==> src/rtl/ipf_src_if.sv <==
// Bundles the pixel fetch, parameter fetch and filter-side stream of the LCU pixel source.
// Widths follow IMG_W: address is log2(IMG_W)*2 bits and the LCU grid index is sized for 16x16 LCUs.
interface ipf_src_if #(
    parameter int IMG_W = 128
);
    localparam int XW = $clog2(IMG_W);
    localparam int AW = 2 * XW;
    localparam int LW = XW - 4;
    localparam int PW = 2 * LW;

    logic          img_rd;
    logic [AW-1:0] img_addr;
    logic [7:0]    img_data;
    logic          prm_rd;
    logic [PW-1:0] prm_addr;
    logic [23:0]   prm_data;
    logic          busy;
    logic          in_en;
    logic [7:0]    din;
    logic [1:0]    ipf_type;
    logic [4:0]    ipf_band_pos;
    logic          ipf_wo_class;
    logic [15:0]   ipf_offset;
    logic [LW-1:0] lcu_x;
    logic [LW-1:0] lcu_y;
    logic [1:0]    lcu_size;

    modport master (
        output img_rd, img_addr, prm_rd, prm_addr,
        input  img_data, prm_data, busy,
        output in_en, din, ipf_type, ipf_band_pos, ipf_wo_class, ipf_offset,
        output lcu_x, lcu_y, lcu_size
    );

    modport slave (
        input  img_rd, img_addr, prm_rd, prm_addr,
        output img_data, prm_data, busy,
        input  in_en, din, ipf_type, ipf_band_pos, ipf_wo_class, ipf_offset,
        input  lcu_x, lcu_y, lcu_size
    );
endinterface

==> src/rtl/ipf_src.sv <==
// LCU-ordered pixel source: per LCU fetch params, then stream N*N pixels; first pixel 2 cycles after STREAM entry.
// busy at an edge blanks the next cycle; one in-flight read is parked in a skid register and reads stop while it is full.
module ipf_src #(
    parameter int IMG_W = 128
) (
    input  logic        clk,
    input  logic        reset,
    input  logic        start,
    input  logic [1:0]  cfg_lcu_size,
    output logic        done,
    ipf_src_if.master   bus
);
    localparam int XW = $clog2(IMG_W);
    localparam int LW = XW - 4;
    localparam int PW = 2 * LW;
    localparam int CW = 6;

    typedef enum logic [2:0] {
        S_IDLE   = 3'd0,
        S_PARAM  = 3'd1,
        S_PWAIT  = 3'd2,
        S_STREAM = 3'd3,
        S_DONE   = 3'd4
    } state_t;

    state_t        state_q, state_d;
    logic [1:0]    lcu_size_q, lcu_size_d;
    logic [LW-1:0] cnt_x_q, cnt_x_d;
    logic [LW-1:0] cnt_y_q, cnt_y_d;
    logic [CW-1:0] row_q, row_d;
    logic [CW-1:0] col_q, col_d;
    logic          rd_done_q, rd_done_d;
    logic          rd_pend_q, rd_pend_d;
    logic          skid_vld_q, skid_vld_d;
    logic [7:0]    skid_dat_q, skid_dat_d;
    logic          in_en_q, in_en_d;
    logic [7:0]    din_q, din_d;
    logic [1:0]    ipf_type_q, ipf_type_d;
    logic [4:0]    ipf_band_q, ipf_band_d;
    logic          ipf_wo_q, ipf_wo_d;
    logic [15:0]   ipf_offset_q, ipf_offset_d;
    logic [LW-1:0] lcu_x_q, lcu_x_d;
    logic [LW-1:0] lcu_y_q, lcu_y_d;

    logic [CW-1:0] nmask;
    logic [LW-1:0] gmax;
    logic [XW-1:0] y_pix;
    logic [XW-1:0] x_pix;
    logic [PW-1:0] lcu_idx;
    logic          img_rd_c;
    logic          frame_go;
    logic          lcu_end;
    logic          lcu_last;

    always_comb begin
        case (lcu_size_q)
            2'd0:    nmask = CW'(15);
            2'd1:    nmask = CW'(31);
            default: nmask = CW'(63);
        endcase
    end

    assign gmax     = {LW{1'b1}} >> lcu_size_q;
    assign y_pix    = (XW'(cnt_y_q) << (4 + int'(lcu_size_q))) + XW'(row_q);
    assign x_pix    = (XW'(cnt_x_q) << (4 + int'(lcu_size_q))) + XW'(col_q);
    assign lcu_idx  = (PW'(cnt_y_q) << (LW - int'(lcu_size_q))) + PW'(cnt_x_q);
    assign frame_go = start && (state_q == S_IDLE || state_q == S_DONE);
    assign lcu_last = (cnt_x_q == gmax) && (cnt_y_q == gmax);
    // All reads issued, none returning, skid empty: the pixel on the output now is the LCU's last one.
    assign lcu_end  = (state_q == S_STREAM) && in_en_q && rd_done_q && !rd_pend_q && !skid_vld_q;

    always_ff @(posedge clk) begin
        if (reset) begin
            state_q <= S_IDLE;
        end else begin
            state_q <= state_d;
        end
    end

    always_comb begin
        state_d = state_q;
        case (state_q)
            S_IDLE:   if (start) state_d = S_PARAM;
            S_PARAM:  state_d = S_PWAIT;
            S_PWAIT:  state_d = S_STREAM;
            S_STREAM: if (lcu_end) state_d = lcu_last ? S_DONE : S_PARAM;
            S_DONE:   if (start) state_d = S_PARAM;
            default:  state_d = S_IDLE;
        endcase
    end

    // A read is held back while the skid is full, or when a returning read may need the skid this cycle.
    always_comb begin
        img_rd_c     = (state_q == S_STREAM) && !rd_done_q && !skid_vld_q && !(rd_pend_q && bus.busy);
        bus.img_rd   = img_rd_c;
        bus.img_addr = img_rd_c ? {y_pix, x_pix} : '0;
        bus.prm_rd   = (state_q == S_PARAM);
        bus.prm_addr = (state_q == S_PARAM) ? lcu_idx : '0;
        done         = (state_q == S_DONE);
    end

    always_comb begin
        lcu_size_d   = lcu_size_q;
        cnt_x_d      = cnt_x_q;
        cnt_y_d      = cnt_y_q;
        row_d        = row_q;
        col_d        = col_q;
        rd_done_d    = rd_done_q;
        rd_pend_d    = img_rd_c;
        skid_vld_d   = skid_vld_q;
        skid_dat_d   = skid_dat_q;
        in_en_d      = 1'b0;
        din_d        = din_q;
        ipf_type_d   = ipf_type_q;
        ipf_band_d   = ipf_band_q;
        ipf_wo_d     = ipf_wo_q;
        ipf_offset_d = ipf_offset_q;
        lcu_x_d      = lcu_x_q;
        lcu_y_d      = lcu_y_q;

        if (frame_go) begin
            lcu_size_d = (cfg_lcu_size == 2'd3) ? 2'd2 : cfg_lcu_size;
            cnt_x_d    = '0;
            cnt_y_d    = '0;
        end

        if (state_q == S_PARAM) begin
            row_d     = '0;
            col_d     = '0;
            rd_done_d = 1'b0;
        end

        if (state_q == S_PWAIT) begin
            ipf_type_d   = bus.prm_data[23:22];
            ipf_band_d   = bus.prm_data[21:17];
            ipf_wo_d     = bus.prm_data[16];
            ipf_offset_d = bus.prm_data[15:0];
            lcu_x_d      = cnt_x_q;
            lcu_y_d      = cnt_y_q;
        end

        if (img_rd_c) begin
            if (col_q == nmask) begin
                col_d = '0;
                if (row_q == nmask) begin
                    rd_done_d = 1'b1;
                end else begin
                    row_d = row_q + CW'(1);
                end
            end else begin
                col_d = col_q + CW'(1);
            end
        end

        if (bus.busy) begin
            if (rd_pend_q) begin
                skid_vld_d = 1'b1;
                skid_dat_d = bus.img_data;
            end
        end else if (skid_vld_q) begin
            in_en_d    = 1'b1;
            din_d      = skid_dat_q;
            skid_vld_d = 1'b0;
        end else if (rd_pend_q) begin
            in_en_d = 1'b1;
            din_d   = bus.img_data;
        end

        if (lcu_end && !lcu_last) begin
            if (cnt_x_q == gmax) begin
                cnt_x_d = '0;
                cnt_y_d = cnt_y_q + LW'(1);
            end else begin
                cnt_x_d = cnt_x_q + LW'(1);
            end
        end
    end

    always_ff @(posedge clk) begin
        if (reset) begin
            lcu_size_q   <= '0;
            cnt_x_q      <= '0;
            cnt_y_q      <= '0;
            row_q        <= '0;
            col_q        <= '0;
            rd_done_q    <= 1'b0;
            rd_pend_q    <= 1'b0;
            skid_vld_q   <= 1'b0;
            skid_dat_q   <= '0;
            in_en_q      <= 1'b0;
            din_q        <= '0;
            ipf_type_q   <= '0;
            ipf_band_q   <= '0;
            ipf_wo_q     <= 1'b0;
            ipf_offset_q <= '0;
            lcu_x_q      <= '0;
            lcu_y_q      <= '0;
        end else begin
            lcu_size_q   <= lcu_size_d;
            cnt_x_q      <= cnt_x_d;
            cnt_y_q      <= cnt_y_d;
            row_q        <= row_d;
            col_q        <= col_d;
            rd_done_q    <= rd_done_d;
            rd_pend_q    <= rd_pend_d;
            skid_vld_q   <= skid_vld_d;
            skid_dat_q   <= skid_dat_d;
            in_en_q      <= in_en_d;
            din_q        <= din_d;
            ipf_type_q   <= ipf_type_d;
            ipf_band_q   <= ipf_band_d;
            ipf_wo_q     <= ipf_wo_d;
            ipf_offset_q <= ipf_offset_d;
            lcu_x_q      <= lcu_x_d;
            lcu_y_q      <= lcu_y_d;
        end
    end

    assign bus.in_en        = in_en_q;
    assign bus.din          = din_q;
    assign bus.ipf_type     = ipf_type_q;
    assign bus.ipf_band_pos = ipf_band_q;
    assign bus.ipf_wo_class = ipf_wo_q;
    assign bus.ipf_offset   = ipf_offset_q;
    assign bus.lcu_x        = lcu_x_q;
    assign bus.lcu_y        = lcu_y_q;
    assign bus.lcu_size     = lcu_size_q;
endmodule

==> src/flat_wrapper.sv <==
// flat-port wrapper written by rule: the top's interface ports become plain ports
module ipf_src_flat 
#(
    parameter int IMG_W = 128
)
  (clk, reset, start, cfg_lcu_size, done, bus_img_rd, bus_img_addr, bus_prm_rd, bus_prm_addr, bus_img_data, bus_prm_data, bus_busy, bus_in_en, bus_din, bus_ipf_type, bus_ipf_band_pos, bus_ipf_wo_class, bus_ipf_offset, bus_lcu_x, bus_lcu_y, bus_lcu_size);
  ipf_src_if #(.IMG_W(IMG_W)) bus_i ();
  input  logic clk;
  input  logic reset;
  input  logic start;
  input  logic [1:0] cfg_lcu_size;
  output logic done;
  output wire logic [$bits(bus_i.img_rd)-1:0] bus_img_rd;
  output wire logic [$bits(bus_i.img_addr)-1:0] bus_img_addr;
  output wire logic [$bits(bus_i.prm_rd)-1:0] bus_prm_rd;
  output wire logic [$bits(bus_i.prm_addr)-1:0] bus_prm_addr;
  input wire logic [$bits(bus_i.img_data)-1:0] bus_img_data;
  input wire logic [$bits(bus_i.prm_data)-1:0] bus_prm_data;
  input wire logic [$bits(bus_i.busy)-1:0] bus_busy;
  output wire logic [$bits(bus_i.in_en)-1:0] bus_in_en;
  output wire logic [$bits(bus_i.din)-1:0] bus_din;
  output wire logic [$bits(bus_i.ipf_type)-1:0] bus_ipf_type;
  output wire logic [$bits(bus_i.ipf_band_pos)-1:0] bus_ipf_band_pos;
  output wire logic [$bits(bus_i.ipf_wo_class)-1:0] bus_ipf_wo_class;
  output wire logic [$bits(bus_i.ipf_offset)-1:0] bus_ipf_offset;
  output wire logic [$bits(bus_i.lcu_x)-1:0] bus_lcu_x;
  output wire logic [$bits(bus_i.lcu_y)-1:0] bus_lcu_y;
  output wire logic [$bits(bus_i.lcu_size)-1:0] bus_lcu_size;
  assign bus_img_rd = bus_i.img_rd;
  assign bus_img_addr = bus_i.img_addr;
  assign bus_prm_rd = bus_i.prm_rd;
  assign bus_prm_addr = bus_i.prm_addr;
  assign bus_i.img_data = bus_img_data;
  assign bus_i.prm_data = bus_prm_data;
  assign bus_i.busy = bus_busy;
  assign bus_in_en = bus_i.in_en;
  assign bus_din = bus_i.din;
  assign bus_ipf_type = bus_i.ipf_type;
  assign bus_ipf_band_pos = bus_i.ipf_band_pos;
  assign bus_ipf_wo_class = bus_i.ipf_wo_class;
  assign bus_ipf_offset = bus_i.ipf_offset;
  assign bus_lcu_x = bus_i.lcu_x;
  assign bus_lcu_y = bus_i.lcu_y;
  assign bus_lcu_size = bus_i.lcu_size;
  ipf_src #(.IMG_W(IMG_W)) u_core (.clk(clk), .reset(reset), .start(start), .cfg_lcu_size(cfg_lcu_size), .done(done), .bus(bus_i));
endmodule
==> config.mk <==
export PLATFORM = sky130hd
export DESIGN_NAME = ipf_src_flat
export DESIGN_NICKNAME = d
export VERILOG_FILES = /design/src/rtl/ipf_src_if.sv /design/src/rtl/ipf_src.sv /design/src/flat_wrapper.sv
export SDC_FILE = /design/constraint.sdc
export NUM_CORES = 1
export LEC_CHECK = 0
export ABC_AREA = 1
export CAP_MARGIN = 15
export CORE_MARGIN = 1
export CORE_UTILIZATION = 44
export DETAILED_ROUTE_END_ITERATION = 7
export HOLD_SLACK_MARGIN = 0.15
export PLACE_DENSITY_LB_ADDON = 0.1
export SLEW_MARGIN = 20
export SYNTH_ARGS = -nofsm -noshare
export SYNTH_HDL_FRONTEND = slang
export SYNTH_SLANG_ARGS = --single-unit
==> constraint.sdc <==
create_clock -name clk -period 2 [get_ports clk]
set_clock_uncertainty 0.15 [all_clocks]
set_input_delay 0.2 -clock clk [delete_from_list [all_inputs] [get_ports clk]]
set_output_delay 0.2 -clock clk [all_outputs]
set_load 0.005 [all_outputs]
==> flow_summary.yaml, run 1 <==
run_status:
  status: "finished, violations left"
  violations: "setup timing"
logic_synthesis:
  ys_seq_area_frac: 0.399
  syn_inst: 515
  yosys.area.top_type_share: 0.399
  yosysMostFrequentCell: "nand2_1"
  synth-edff-count: 0
  syn_avg_cell_area_um2: 7.11
  synth.cell_area_mm2: 0.00366
  synth_common_cells: "nand2_1, dfxtp_1, o21ai_0"
  synth_seq_cells: 73
  ys.flop_type: "dfxtp_1"
  syn_nets: 565
  async_reset_ff_frac: 0
  yosys.area.top_type: "dfxtp_1"
  yosysUniqueCellTypes: 36
  synthTopCellsByArea: "dfxtp_1, o21ai_0, nand2_1"
  ys_warn_count: 0
critical_path:
  endpoint_kind: "primary output"
  worstPathMaxFanout: 4
  cp.required_ps: 1650
  cp-start-kind: "flop"
  critPathKind: "flop to primary output"
  critPathArrivalTime_ps: 2070
  rrSetupSlack_ps: 50
final_layout:
  multi_input_area_mm2: 0.00204
  syn_to_final_growth_pct: 54.3
  fin_area_mm2: 0.00565
  fillers: 656
  n_antenna_cell: 0
  finalNetCount: 721
  ff_latch_area_mm2: 0.00149
  final_cells: 778
  drive_gt1_frac: 0.250
routing:
  drc: 0
  vias: 3887
  first_pass_iters: 5
  ant_nets: 0
  via_per_inst: 5.00
  routedWlPerCell_um: 13.3
  drtIter0Drc: 143
  totalWireLength_mm: 10.3
placement:
  dpl_cell_area_mm2: 0.00505
  dp_cells: 738
  place_congestion: 0.839
  hpwlAfterDp_mm: 6.87
  io_buffers: 101
power_and_ir_drop:
  p_leak_nw: 2.34
  switching_share: 0.306
  p_clk_frac: 0.279
  total_power_w: 0.00427
  vdd.ir_drop.worst_mv: 0.440
  pwr-share-seq: 0.412
  p_switching_w: 0.00131
  powerDensity_mw_per_mm2: 756
  p_int_w: 0.00296
  share_comb_of_total_power: 0.309
cts:
  clk_path_buf_depth: 2
  clk_pin_slew_ps: 80
  cts_hold_buf: 0
  root_buffer: "clkbuf_8"
  cts_tree: "built"
  cts-buffers-inserted: 9
  clkSinkCount: 73
  clkLatencyLatePin_ps: 330
  htree_levels: 3
global_routing:
  grt_pass1_vias: 3512
  grt_max_degree: 61
  grt_pass1_wl_mm: 16.4
  track_usage: 0.235
  overflow: 0
  grt_antenna_before_repair: 0
floorplanning:
  ios: 102
  start_util: 0.464
  core_area_mm2: 0.00789
  fp.dieH_um: 93.2
  die_w_um: 93.2
  rows: 32
  die-area_mm2: 0.00869
timing:
  rsz0062_at_grt: "yes"
  slew_viol_final: 0
  worst_pin_slew_ps: 426
  max_slew_margin: 0.715
  hold_violations: 0
  fmax_mhz: 414
  post-route-period-util: 1.21
  setup_ws_ps: -418
  min_period_ps: 2420
  setup_viol: 9
min_path:
  hold_path.class: "flop to flop"
flow_run:
  cap_violations: 0
## final timing paths
check / start / end / cells past startpoint
setup / recovery: u_core.bus.lcu_size[0]$_SDFFE_PP0P_ / bus_prm_addr[4] / 12
setup reg to reg: u_core.bus.lcu_size[1]$_SDFFE_PP0P_ / u_core.cnt_x_q[1]$_SDFFE_PP0P_ / 12
hold reg to reg: u_core.bus.ipf_wo_class$_SDFFE_PP0P_ / u_core.bus.ipf_wo_class$_SDFFE_PP0P_ / 2
hold / removal: u_core.bus.ipf_wo_class$_SDFFE_PP0P_ / u_core.bus.ipf_wo_class$_SDFFE_PP0P_ / 2
## layout make-up
class,count,share of cell area
multi-input cells,352,0.362
inverters,69,0.0479
clock buffers,11,0.0250
well taps,102,0.0226
flip-flops and latches,73,0.264
clock inverters,5,0.0109
repair buffers,166,0.268
## per-stage QoR
stage	setup TNS, ps	hold slack [ps]	worst slack [ps]	util
floorplan	-7.31	129	-7.31	-
detailed placement	-4530	283	-512	0.640
finish	-2780	294	-418	0.716
global placement	-3600	280	-422	0.640
CTS	-2440	292	-335	0.694
global route	-3730	314	-544	0.716
## cell families after synthesis
group | count (synthesis) | share of synthesized area
flip-flops | 73 | 0.399
AND/OR/NAND/NOR | 190 | 0.226
buffers and inverters | 91 | 0.104
adder cells (fa/ha/maj) | 12 | 0.0472
AO/OA/AOI/OAI | 140 | 0.202
XOR/XNOR | 9 | 0.0215
## worst max-delay path: stages, from the launching register on
cell and delay, ps:
dfxtp_4 400, inv_6 60, o21ai_2 170, nand2_2 110, o21ai_4 90, ha_4 230, buf_4 140, nand2_1 70
inv_2 40, o21ai_2 120, o21ai_1 70, a21oi_1 120, buf_2 130
## placed cells by master (no fill, tap or decap), types with 6 or more instances in the layout
cell	netlist	routed
buf_6	3	8
nand2_2	4	11
a21oi_1	54	49
dfxtp_1	73	62
buf_4	1	52
dlygate4sd2_1	0	8
buf_2	5	8
xor2_1	8	7
o21ai_2	1	9
dfxtp_4	0	6
nor2_1	65	61
inv_1	63	58
clkbuf_8	0	10
a31oi_1	9	9
nand2_4	3	10
nand2_1	85	72
clkdlybuf4s50_1	0	79
o21ai_0	67	53
nand3_1	19	16
## repair_timing
item	CTS	global route
cloned	0	1
setup endpoints to repair	36	23
pin swaps	22	17
setup buffers	13	10
gates resized for setup	108	43
## power groups by stage
stage / logic [W] / clock network, W / registers, W
detailed placement: 0.00114 / 0 / 0.00177
floorplan: 0.000510 / 0 / 0.00177
CTS: 0.00124 / 0.00122 / 0.00175
global route: 0.00144 / 0.00129 / 0.00178
global placement: 0.00112 / 0 / 0.00176
finish: 0.00132 / 0.00119 / 0.00176
## registers in the layout, summed over array words and instances, names as in the netlist, 5 cells and up
signal	cells
u_core.bus.ipf_offset	16
u_core.bus.din	8
u_core.skid_dat_q	8
u_core.col_q	6
u_core.row_q	6
u_core.bus.ipf_band_pos	5
## metal layers
layer | part of all wire | GRT usage | wire, µm | vias up
met2 | 0.51 | 0.411 | 5260 | 110
met3 | 0.053 | 0.0447 | 544 | 16
li1 | - | - | - | 1980
met4 | 0.016 | 0.0731 | 166 | 0
met5 | 0 | 0 | 0 | -
met1 | 0.42 | 0.291 | 4380 | 1781
Note: power is estimated with default switching activity, not from simulation.
==> run 2, diff against run 1 <==
Settings changed: CORE_UTILIZATION 44 to 53, DONT_BUFFER_PORTS set to 1.
==> flow_summary.yaml, run 2 (synthesized netlist as in run 1, its figures left out) <==
run_status:
  status: "finished, violations left"
  violations: "setup timing"
routing:
  vias: 3471
  met2_length_mm: 4.44
  highest_layer: "met4"
  first_pass_iters: 5
  routedWlPerCell_um: 14.1
  totalWireLength_mm: 9.16
  ant_nets: 0
  wl_met3_um: 473
  via_per_inst: 5.35
  drtIter0Drc: 140
  drc: 0
  wl_met1_mm: 4.01
timing:
  holdWs_ps: 238
  fmax_mhz: 432
  hold_violations: 0
  post-route-period-util: 1.16
  rsz0062_at_grt: "yes"
  fin_tns_setup_ps: -1750
  worst_pin_slew_ps: 723
  setup_ws_ps: -312
  slew_viol_final: 0
  max_slew_margin: 0.516
  min_period_ps: 2310
  setup_viol: 9
power_and_ir_drop:
  vdd.ir_drop.worst_mv: 0.507
  p_clk_frac: 0.298
  powerDensity_mw_per_mm2: 802
  p_int_w: 0.00241
  p_leak_nw: 1.76
  switching_share: 0.343
  p_switching_w: 0.00126
  share_comb_of_total_power: 0.213
  pwr-share-seq: 0.489
final_layout:
  drive_gt1_frac: 0.170
  largest_register_ffs: 16
  n_antenna_cell: 0
  layout_commonest_cell: "nand2_1"
  final_cell_mix: "nand2_1, dfxtp_1, inv_1"
  fin_util: 0.704
  finalNetCount: 617
  syn_to_final_growth_pct: 24.9
cts:
  clkSinkCount: 73
  clkLatencyLatePin_ps: 350
  cts_tree: "built"
  clk_path_buf_depth: 2
  htree_levels: 3
  cts-buffers-inserted: 9
  root_buffer: "clkbuf_8"
  clk_pin_slew_ps: 90
critical_path:
  cpMostUsedCell: "inv_1"
  cp.required_ps: 1650
  critPathArrivalTime_ps: 1960
  endpoint_kind: "primary output"
  path_buf_inv: 2
  cp-start-kind: "flop"
  worstPathCellList: "nand3_1, inv_1, ha_2, fa_2, nand2_1, inv_1, o21ai_2, o21ai_0, a21oi_1"
  crit_family: "adder cells"
  worstPathMaxFanout: 5
  cp.depth: 9
  cpPeakStageDelay_ps: 380
  crit_start: "u_core.bus.lcu_size[0]$_SDFFE_PP0P_"
  critPathKind: "flop to primary output"
  r2r-start: "u_core.bus.lcu_size[0]$_SDFFE_PP0P_"
  r2r_cells: 11
  crit_slowest_cell: "dfxtp_4"
placement:
  hpwlAfterDp_mm: 5.87
  place_congestion: 0.828
  io_buffers: 0
  dp_worst_setup_slack_ps: -8.70
min_path:
  holdPathStages: 2
  hold_path_startpoint: "reset"
  hold_path.class: "input pin to flop"
floorplanning:
  fp.dieH_um: 85.1
  ios: 102
  start_util: 0.563
  core_area_mm2: 0.00649
  rows: 29
  die-area_mm2: 0.00724
  die_w_um: 85.1
global_routing:
  overflow: 0
  track_usage: 0.255
  grt_pass1_vias: 3258
  grt_pass1_wl_mm: 14.7
  grt_max_degree: 61
  grt_antenna_before_repair: 0
flow_run:
  cap_violations: 0
[run 2: changes by cell type in the layout (fill, tap and decap cells not counted), moves of 8 or more]
cell and delta:
nand2_1 +8, clkdlybuf4s50_1 -79, dlygate4sd2_1 -8, dlygate4sd3_1 +37, buf_2 -8, buf_4 -30
[run 2: power by group through the flow]
| stage | clock (W) | sequential, W | combinational [W] |
|---|---|---|---|
| floorplan | 0 | 0.00177 | 0.000510 |
| global placement | 0 | 0.00181 | 0.000623 |
| detailed placement | 0 | 0.00182 | 0.000644 |
| CTS | 0.00112 | 0.00179 | 0.000732 |
| global route | 0.00119 | 0.00182 | 0.000877 |
| finish | 0.00109 | 0.00179 | 0.000781 |
[run 2: layout make-up]
type | count | area, µm²
clock buffer | 9 | 124
clock inverter | 7 | 62.6
fill | 560 | 1920
inverter | 69 | 268
multi-input combinational | 351 | 1950
sequential | 73 | 1470
tap | 77 | 96.3
timing repair buffer | 63 | 598
[run 2: layer usage]
layer / up-vias / track usage
met4: 0 / 0.103
met3: 24 / 0.0593
met2: 110 / 0.438
met5: - / 0
li1: 1776 / -
met1: 1561 / 0.308
[run 2: per-stage QoR]
stage | total power (W) | instance area (µm²) | std cells
floorplan | 0.00228 | 3670 | 515
detailed placement | 0.00246 | 3810 | 588
global route | 0.00388 | 4570 | 649
global placement | 0.00243 | 3810 | 588
finish | 0.00367 | 4570 | 649
CTS | 0.00364 | 4450 | 646
[run 2: worst paths after layout]
path / to / slack [ps]
worst min register to register: u_core.bus.ipf_band_pos[0]$_SDFFE_PP0P_ / 310
worst max register to register: u_core.cnt_y_q[0]$_SDFF_PP0_ / 160
worst min-delay path: u_core.col_q[3]$_SDFFE_PP0P_ / 240
worst max-delay path: bus_prm_addr[4] / -310
[run 2: repair_timing]
item                                    in CTS  in global routing
setup buffers                                5                  2
endpoints found under the setup margin      13                 17
pin swaps                                   11                 10
hold buffers                                37                  0
endpoints found under the hold margin       60                  0
gates resized for setup                     18                 31
cloned                                       0                  1
[run 2: worst reg2reg max path: cells and delay by family, from the launching register on]
kind                   cells  cell delay (ps)
AO/OA/AOI/OAI              1              150
flip-flops                 1              380
AND/OR/NAND/NOR            7              690
buffers and inverters      3              390
==> patch, RTL diff (settings of run 1) <==
Take the reset off `skid_dat_q` and load it in a clocked block of its own.
--- a/src/rtl/ipf_src.sv
+++ b/src/rtl/ipf_src.sv
@@ -186,7 +186,6 @@
             rd_done_q    <= 1'b0;
             rd_pend_q    <= 1'b0;
             skid_vld_q   <= 1'b0;
-            skid_dat_q   <= '0;
             in_en_q      <= 1'b0;
             din_q        <= '0;
             ipf_type_q   <= '0;
@@ -204,7 +203,6 @@
             rd_done_q    <= rd_done_d;
             rd_pend_q    <= rd_pend_d;
             skid_vld_q   <= skid_vld_d;
-            skid_dat_q   <= skid_dat_d;
             in_en_q      <= in_en_d;
             din_q        <= din_d;
             ipf_type_q   <= ipf_type_d;
@@ -214,6 +212,10 @@
             lcu_x_q      <= lcu_x_d;
             lcu_y_q      <= lcu_y_d;
         end
+    end
+
+    always_ff @(posedge clk) begin
+        skid_dat_q <= skid_dat_d;
     end
 
     assign bus.in_en        = in_en_q;
Function: no difference found for any inputs over 10 cycles, from zero or initial values and one cycle with reset high; that may be too few to reach the edited logic, so the function may still have changed.
==> patch against run 1 <==
The run still ends with setup timing left. Sequential cell count unchanged. Non-clock buffer count increased by 6. Synthesized area increased by 0.75%. Combinational power decreased by 5%. Sequential share of layout area increased by 0.79 points. Total power decreased by 4.0%. Setup slack got worse by 0.059 ns. Die area increased by 0.74%. Design area increased by 1.4%. Via count decreased by 1.4%. Wire length decreased by 0.64%. Global-route usage decreased by 1.5 points.
==> patch: results <==
[timing]
slew_viol_final = 0
setup_violations = 11
max_slew.worst_pin.slew_ns = 0.4781
fin_ws_ns = -0.4765

[critical_path]
cp_max_fo = 5
critical-path-top-delay-family = adder cells
r2r_setup_slack_ns = -0.02
rr_worst_depth = 13
reg2reg_to = u_core.cnt_x_q[0]$_SDFFE_PP0P_
arrival_ns = 2.13
r2r-start = u_core.bus.lcu_size[0]$_SDFFE_PP0P_

[yosys]
yosysSeqAreaShare_pct = 41.81
synth-edff-count = 8
synthesis.nets = 551
synthTopCellsByArea = dfxtp_1, nand2_1, inv_1, o21ai_0, a21oi_1
synth.avg_cell_area_sq_um = 7.360
ys_types = 37
netlist_top_cells_count = nand2_1, inv_1, dfxtp_1
ys_async_sr_fraction_pct = 0
synth_warnings = 0

[layout]
final_nets = 714
drive_gt1_share_pct = 28.40
diodes = 0
largest_reg_flops = 16
final_cells = 774
fill_cells = 656

[placement]
dp_hpwl_mm = 6.593
dp.cells = 735
place.gp.congestion = 0.8601
place_area_sq_mm = 0.005121

[global_routing]
grt_max_degree = 61
grt_pass1_wl_mm = 15.12
grtUsageTotal_pct = 22.08
grt_pass1_vias = 3376

[cts]
clockRootBuffer = clkbuf_8
clkTransAtPathRegs_ns = 0.09
numCtsBuffers = 9
clk_path_buf_depth = 2
insertion_delay_ns = 0.35

[min_path]
min_from = bus_img_data[6]
min_path_type = primary input to flip-flop
whs_endpoint = u_core.skid_dat_q[6]$_DFFE_PP_
holdPathStages = 1

[detailed_routing]
routedWlPerCell_microns = 13.28
dr.pass1.iters = 4
vias = 3832
drt_iter0_drc = 125

[power_and_ir_drop]
p_leak_nw = 2.326
intPower_w = 0.002775
ir_drop_uv = 467.7

[outcome]
status = complete, but fails checks
failed_checks = setup timing
-- patch: cell count changes after synthesis, moves of 5 or more --
cell,before,now
dfxtp_1,73,65
edfxtp_1,0,8
inv_1,63,75
nand3_2,0,5
nor2_1,65,52
o21ai_0,67,54
-- patch: metrics by stage --
stage	TNS (ns)	utilization (%)	hold WS, ns	worst slack, ns
after global routing	-4.026	70.02	0.2621	-0.5499
after detailed placement	-5.832	62.64	0.2827	-0.5584
final	-2.939	70.02	0.2762	-0.4765
after global placement	-5.517	62.64	0.2785	-0.4681
after floorplan	0	-	0.1293	0.02274
after CTS	-3.303	67.13	0.2616	-0.4341
-- patch: timing repair --
item | 4_1_cts | 5_1_grt
cloned | 0 | 0
hold buffers | 0 | 0
setup buffers | 14 | 9
resized for setup | 92 | 69
pin swaps | 17 | 24
setup endpoints to repair | 23 | 23
-- patch: worst max-delay path by stage --
| stage | start | endpoint | slack [ns] | cells after the start |
|---|---|---|---|---|
| CTS | u_core.bus.lcu_size[0]$_SDFFE_PP0P_ | bus_prm_addr[4] | -0.43 | 11 |
| global placement | u_core.bus.lcu_size[0]$_SDFFE_PP0P_ | bus_prm_addr[5] | -0.47 | 10 |
| finish | u_core.bus.lcu_size[0]$_SDFFE_PP0P_ | bus_prm_addr[4] | -0.48 | 11 |
| global route | u_core.bus.lcu_size[0]$_SDFFE_PP0P_ | bus_prm_addr[4] | -0.55 | 11 |
| floorplan | u_core.bus.lcu_size[0]$_SDFFE_PP0P_ | bus_prm_addr[4] | 0.02 | 10 |
| detailed placement | u_core.bus.lcu_size[0]$_SDFFE_PP0P_ | bus_prm_addr[5] | -0.56 | 10 |
-- patch: power by group through the flow --
stage	Combinational, W	Sequential (W)	Clock [W]
final	0.00125	0.00175	0.00110
after floorplan	0.000474	0.00179	0
after detailed placement	0.00110	0.00177	0
after global placement	0.00109	0.00177	0
after CTS	0.00117	0.00174	0.00113
after global routing	0.00136	0.00177	0.00119
-- patch: layer usage --
| metal | up-vias | part of all wire [%] | global-route usage [%] |
|---|---|---|---|
| li1 | 1950 | - | - |
| met1 | 1749 | 41 | 24.89 |
| met2 | 108 | 51 | 40.81 |
| met3 | 25 | 5.2 | 4.472 |
| met4 | 0 | 2.7 | 7.949 |
| met5 | - | 0 | 0 |
-- patch: cells by family after synthesis --
family | Yosys count | synth area share, %
compound gates | 122 | 17.51
xor+xnor | 8 | 1.900
fa+ha+maj | 12 | 4.683
flops | 73 | 41.81
simple gates | 187 | 23.62
buf+inv | 99 | 10.49
-- patch: area by class of cell --
cell class	count	area share (%)
multi-input cells	329	35.63
flip-flops and latches	73	27.19
repair buffers	172	26.34
inverters	79	5.333
well taps	105	2.295
clock buffers	9	2.164
clock inverters	7	1.049
